--- config.mk ---
export PLATFORM = sky130hd
export DESIGN_NAME = intr_entry_sequencer
export DESIGN_NICKNAME = d
export VERILOG_FILES = /design/src/rtl/cpu_pkg.sv /design/src/rtl/intr_entry_sequencer.sv
export SDC_FILE = /design/constraint.sdc
export NUM_CORES = 1
export LEC_CHECK = 0
export CORE_MARGIN = 2
export CORE_UTILIZATION = 42
export CTS_BUF_LIST = sky130_fd_sc_hd__clkbuf_16
export CTS_CLUSTER_SIZE = 10
export DETAILED_ROUTE_END_ITERATION = 8
export GPL_ROUTABILITY_DRIVEN = 0
export PLACE_DENSITY = 0.93
export SLEW_MARGIN = 15
export SYNTH_ARGS = -nofsm -noshare
export SYNTH_HDL_FRONTEND = slang
export SYNTH_SLANG_ARGS = --single-unit
--- constraint.sdc ---
create_clock -name clk -period 3.9 [get_ports clk]
set_clock_uncertainty 0.15 [all_clocks]
set_input_delay 0.39 -clock clk [delete_from_list [all_inputs] [get_ports clk]]
set_output_delay 0.39 -clock clk [all_outputs]
set_load 0.005 [all_outputs]
--- src/rtl/cpu_pkg.sv ---
// Shared pipeline encodings: fetch mux selects and the interrupt-entry state set.
package cpu_pkg;

    localparam logic [1:0] PC_SRC_DMEM  = 2'd0;
    localparam logic [1:0] PC_SRC_RB_D  = 2'd1;
    localparam logic [1:0] PC_SRC_IMEM  = 2'd2;
    localparam logic [1:0] PC_SRC_RB_EX = 2'd3;

    localparam logic [1:0] ADDR_SRC_PC  = 2'd0;
    localparam logic [1:0] ADDR_SRC_VEC = 2'd1;

    typedef enum logic [2:0] {
        IDLE,
        DRAIN,
        PUSH,
        VEC_RD,
        VEC_LD,
        CLR
    } intr_state_t;

endpackage

--- src/rtl/intr_entry_sequencer.sv ---
// Interrupt entry: freeze fetch, drain the pipe, push the return PC, load the ISR
// vector from instruction memory, then clear the request and interrupt enable.
module intr_entry_sequencer
    import cpu_pkg::*;
#(
    parameter logic [7:0]  VEC_ADDR     = 8'h01,
    parameter int unsigned DRAIN_CYCLES = 3,
    parameter int unsigned MEM_LAT      = 1
) (
    input  logic       clk,
    input  logic       rst,
    input  logic       intr_flag,
    input  logic       ie,
    input  logic       hlt,
    input  logic       stall,
    input  logic       branch_tkn,
    input  logic [7:0] pc,
    input  logic       push_ready,
    input  logic       cu_pc_en,
    input  logic       cu_pc_load,
    input  logic [1:0] cu_pc_src,
    input  logic [1:0] cu_addr_src,
    output logic       pc_en,
    output logic       pc_load,
    output logic [1:0] pc_src,
    output logic [1:0] addr_src,
    output logic       flush_ir,
    output logic       push_valid,
    output logic [7:0] push_data,
    output logic       int_clr,
    output logic       ie_clr,
    output logic       busy
);

    // VEC_ADDR is applied by the mem_addr_mux when addr_src selects ADDR_SRC_VEC.
    localparam logic [2:0] DRAIN_INIT = 3'(DRAIN_CYCLES - 1);
    localparam logic [2:0] LAT_INIT   = 3'(MEM_LAT - 1);

    intr_state_t state, state_nxt;
    logic [2:0]  cnt, cnt_nxt;
    logic        accept;

    always_ff @(posedge clk or posedge rst) begin
        if (rst) begin
            state     <= IDLE;
            cnt       <= 3'd0;
            push_data <= 8'h00;
        end else begin
            state <= state_nxt;
            cnt   <= cnt_nxt;
            if (accept) push_data <= pc;
        end
    end

    always_comb begin
        state_nxt  = state;
        cnt_nxt    = cnt;
        accept     = 1'b0;
        pc_en      = cu_pc_en;
        pc_load    = cu_pc_load;
        pc_src     = cu_pc_src;
        addr_src   = cu_addr_src;
        flush_ir   = 1'b0;
        push_valid = 1'b0;
        int_clr    = 1'b0;
        ie_clr     = 1'b0;

        case (state)
            IDLE: begin
                // A taken branch wins; the request stays latched for the next clean cycle.
                if (intr_flag && ie && !hlt && !stall && !branch_tkn) begin
                    accept    = 1'b1;
                    cnt_nxt   = DRAIN_INIT;
                    state_nxt = DRAIN;
                end
            end
            DRAIN: begin
                pc_en    = 1'b0;
                pc_load  = 1'b0;
                flush_ir = 1'b1;
                if (cnt == 3'd0) state_nxt = PUSH;
                else             cnt_nxt   = cnt - 3'd1;
            end
            PUSH: begin
                pc_en      = 1'b0;
                pc_load    = 1'b0;
                flush_ir   = 1'b1;
                push_valid = 1'b1;
                if (push_ready) begin
                    cnt_nxt   = LAT_INIT;
                    state_nxt = VEC_RD;
                end
            end
            VEC_RD: begin
                pc_en    = 1'b0;
                pc_load  = 1'b0;
                addr_src = ADDR_SRC_VEC;
                flush_ir = 1'b1;
                if (cnt == 3'd0) state_nxt = VEC_LD;
                else             cnt_nxt   = cnt - 3'd1;
            end
            VEC_LD: begin
                // I_data now holds M[VEC_ADDR]; steer it into PC.
                pc_en     = 1'b0;
                pc_load   = 1'b1;
                pc_src    = PC_SRC_IMEM;
                addr_src  = ADDR_SRC_VEC;
                flush_ir  = 1'b1;
                state_nxt = CLR;
            end
            CLR: begin
                int_clr   = 1'b1;
                ie_clr    = 1'b1;
                state_nxt = IDLE;
            end
            default: state_nxt = IDLE;
        endcase
    end

    assign busy = (state != IDLE);

endmodule

== Yosys cells after proc, flatten, opt, wreduce, memory -nomap -nowiden ==
Index checks and enable logic that the tools add are counted.
Storage, ports and cells
  bits in registers: 14
  input bits: 22
  output and inout port bits: 19
  logic and storage cells: 49
Cells by class
  add/sub/neg operators: 1
  equal/unequal tests: 10
  multiplexer cells: 18
  reduce and logical (&&, ||, !) cells: 17
Operators by type and width (count)
  3-bit two-way mux: 7
  3-bit one-hot mux with 5 select lines: 1
  2-bit != test, second input constant: 5
  3-bit one-hot mux with 3 select lines: 1
  4-bit AND reduction: 2
  3-bit by 2-bit == test with 1-bit output, second input constant: 2
  3-bit == test, second input constant: 2
  3-bit logical NOT: 2
  1-bit two-way mux: 6
  3-bit nonzero test: 2
  1-bit logical AND: 4
  2-bit two-way mux: 2
  2-bit OR reduction: 2
  4-bit OR reduction: 1
  3-bit by 1-bit == test with 1-bit output, second input constant: 1
  1-bit logical NOT: 3
  3-bit OR reduction: 1
  3-bit by 1-bit subtractor with 3-bit output, second input constant: 1
  1-bit one-hot mux with 2 select lines: 1

== Longest topological paths before layout ==
  depth in word-level cells: 6
  gate-level depth with buffers: 5
  gate-level depth less buffers: 5

== Worst setup path after synthesis ==
OpenSTA, ideal clock, no wires.
  path type: reg-to-output
  start: register state[0]
  end: output addr_src[1]
  arrival time: 1025 ps
  data required time: 3360 ps
  setup slack: 2335 ps
  cell stages (with the launch flop): 4
  buffers on the path: 0
  path through: dfrtp_1 > nor2_1 > nand2_1 > and3_1
Between the ends
  cells in the longest elaborated chain, start to end: 3
  elaborated cells between the ends (all ways): 4
Ends and longest elaborated chain
  start, declared: line intr_entry_sequencer.sv:39  | intr_state_t state, state_nxt;
  start signal, assigned: line intr_entry_sequencer.sv:49  | state <= state_nxt;
  3-bit by 2-bit == test with 1-bit output / 3-bit == test (equally long branches): line intr_entry_sequencer.sv:68  | case (state)
  2-bit OR reduction (no source line) (*)
  2-bit two-way mux (*): line intr_entry_sequencer.sv:68
  end, declared: line intr_entry_sequencer.sv:26  | output logic [1:0] addr_src,
Mark *: on every way between the ends. The rest lies on a longest branch, timed or not.

== Worst setup path after layout ==
Ends and elaborated chain as after synthesis.

==> out/summary.txt <==
Number of synthesized flops with an enable pin: 0
Row count: 15
Initial DRC count: 6
FFs w/ async S/R, synth: 100%
Crit end category: output port
Pwr Total: 0.000915 W
Global route overflow: 0
Worst R2R Start: state[0]
Gates resized, CTS repair: 0
Placement Setup Slack: 1.66 ns
N_diodes: 0
Clock buffer count from CTS: 3
Main combinational cell family by area after synthesis: simple AND/OR/NAND/NOR gates
Full die area: 2280 um^2
RSZ-0062 raised after global routing: no
Clock Latency Late Sink: 0.24 ns
Max Cap Viol: 0
Clock Tree Root: clkbuf_16
Io pins: 41
CTS tree: yes
Clock sink count: 14
P&R area growth vs syn: 60.7%
Detail Route Antenna Nets: 0
Outcome: finished, final reports clean
Global-route wire length before repair: 2960 um
Utilization after layout: 73.0%
Yosys cell types: 31
Mapped Area: 802 um^2
Worst-Margin Slew: 0.543 ns
Slew HR: 63.7%
Layout cells sized above 1: 12.5%
Drt drc: 0
Core footprint: 1760 um^2
Sequential-to-total area share from yosys stat: 43.7%
Hold Path Class: in2async
Post-synth net total: 97
Mapped Cells: 73
Critical Path AT: 1.98 ns
Post-CTS setup buffers: 0
Initial antenna violation count: 0
Leak: 0.562 nW
Final TNS setup: 0 ns
Via Count: 716
Die Y-Extent: 47.7 um
# setup viols final: 0
CTS Hold Bufs: 0
Synth Warn #: 0
Final Max Tran Viols: 0
Max Clk Rate: 397 MHz
Multiplexer share of the synthesized area: 12.5%
H-tree depth: 1
Synth Area in Simple Gates: 23.1%
Worst endpoint required time: 3.36 ns
Crit path from: state[0]
Clk buf depth: 2
Worst Setup Slack, final: 1.38 ns
Post-Synth XOR/XNOR Area: 2.18%
Post-Syn Area per Cell: 11.0 um^2
Post-synthesis register bit count: 14
Overall Global Routing Usage: 19.2%
DR WL/cell: 14.4 um
Pin count of the biggest net entering global routing: 16
Clock-pin slew on the worst setup and hold paths: 0.05 ns
DIE WIDTH: 47.7 um
Period utilization: 64.6%
Initial DRT Pass Iterations: 4
Final hold violation count: 0
Max FO, Critical Path: 13
Initial Util: 45.5%
Vias per inst: 5.23
Crit Path Category: reg2out
Post-Synth Adder-Cell Area: 4.37%
Number of global-route vias before repair: 695
Final HPWL DP: 1550 um
Tmin final: 2.52 ns
Nets: 138
Crit path launch type: flop
Final wirelength: 1980 um
Post-synth top flop: dfrtp_1
Compound-Gate Fraction of Synth Area: 9.83%
Fill count: 138
Peak VDD IR: 0.560 mV
IO Port Bufs: 40
PwrDens: 710 nW/um^2
-- state kept, by name, indices dropped and copies added (netlist names) --
register and cells:
cnt 3, push_data 8, state 3
-- cell type report --
| cell class | instances | area (um^2) | area share (%) |
|---|---|---|---|
| clock buffers | 3 | 75.1 | 5.83 |
| inverters | 4 | 15.0 | 1.17 |
| multi-input cells | 51 | 417 | 32.3 |
| flip-flops and latches | 14 | 350 | 27.2 |
| well taps | 25 | 31.3 | 2.43 |
| repair buffers | 40 | 400 | 31.1 |
-- cell usage after synthesis (3+ instances only) --
cell / n / area, um^2
dfrtp_1: 14 / 350
nor2b_1: 3 / 18.8
nand2_1: 3 / 11.3
inv_1: 4 / 15.0
nor3b_1: 3 / 22.5
nor2_1: 3 / 11.3
a21oi_1: 4 / 20.0
o21ai_0: 3 / 15.0
mux2_2: 8 / 90.1
-- layout by cell type, fill, tap and decap left out, types with 3 or more instances in the layout --
| cell type | instances |
|---|---|
| inv_1 | 4 |
| nand2_1 | 3 |
| a21oi_1 | 4 |
| nor3b_1 | 3 |
| nor2_1 | 3 |
| dfrtp_1 | 14 |
| nor2b_1 | 3 |
| mux2_2 | 8 |
| clkbuf_16 | 3 |
| o21ai_0 | 3 |
| clkdlybuf4s50_1 | 40 |
-- routing by layer --
layer  wire length [um]  global-route usage [%]
met1                803                    21.7
met2               1030                    34.9
met3                123                    4.91
met4                 25                    6.49
met5                  0                       0
-- where the power goes --
part	internal, W	switching, W	total [W]	leakage [nW]
Clock	0.000134	0.0000585	0.000193	0.0370
Sequential	0.000214	0.0000711	0.000285	0.176
Combinational	0.000274	0.000164	0.000438	0.350
-- path summary, 6_finish.rpt --
check | end | slack, ns | cells after the start
setup / recovery | addr_src[1] | 1.38 | 4
hold / removal | push_data[0] | 0.34 | 2
setup reg to reg | push_data[1] | 2.18 | 3
hold reg to reg | push_data[0] | 0.35 | 1
max in group asynchronous | state[0] | 2.90 | 2
min in group clk | push_data[0] | 0.35 | 1
-- logic make-up after synthesis --
kind of cell | after synthesis
mux | 9
buf+inv | 8
flops | 14
simple gates | 25
fa+ha+maj | 3
xor+xnor | 2
compound gates | 12
-- through the flow --
step | cells | instance area, um^2 | hold slack, ns
after detailed placement | 134 | 1210 | 0.347
after floorplan | 73 | 802 | 0.129
after CTS | 137 | 1290 | 0.358
after global placement | 134 | 1210 | 0.338
final | 137 | 1290 | 0.340
after global routing | 137 | 1290 | 0.379
-- critical path, stage by stage (launching register included) --
cell and delay (ns):
dfrtp_1 0.50, nor2_1 0.40, nand2_1 0.19, and3_1 0.21, clkdlybuf4s50_1 0.43
(Power assumes the default switching activity.)
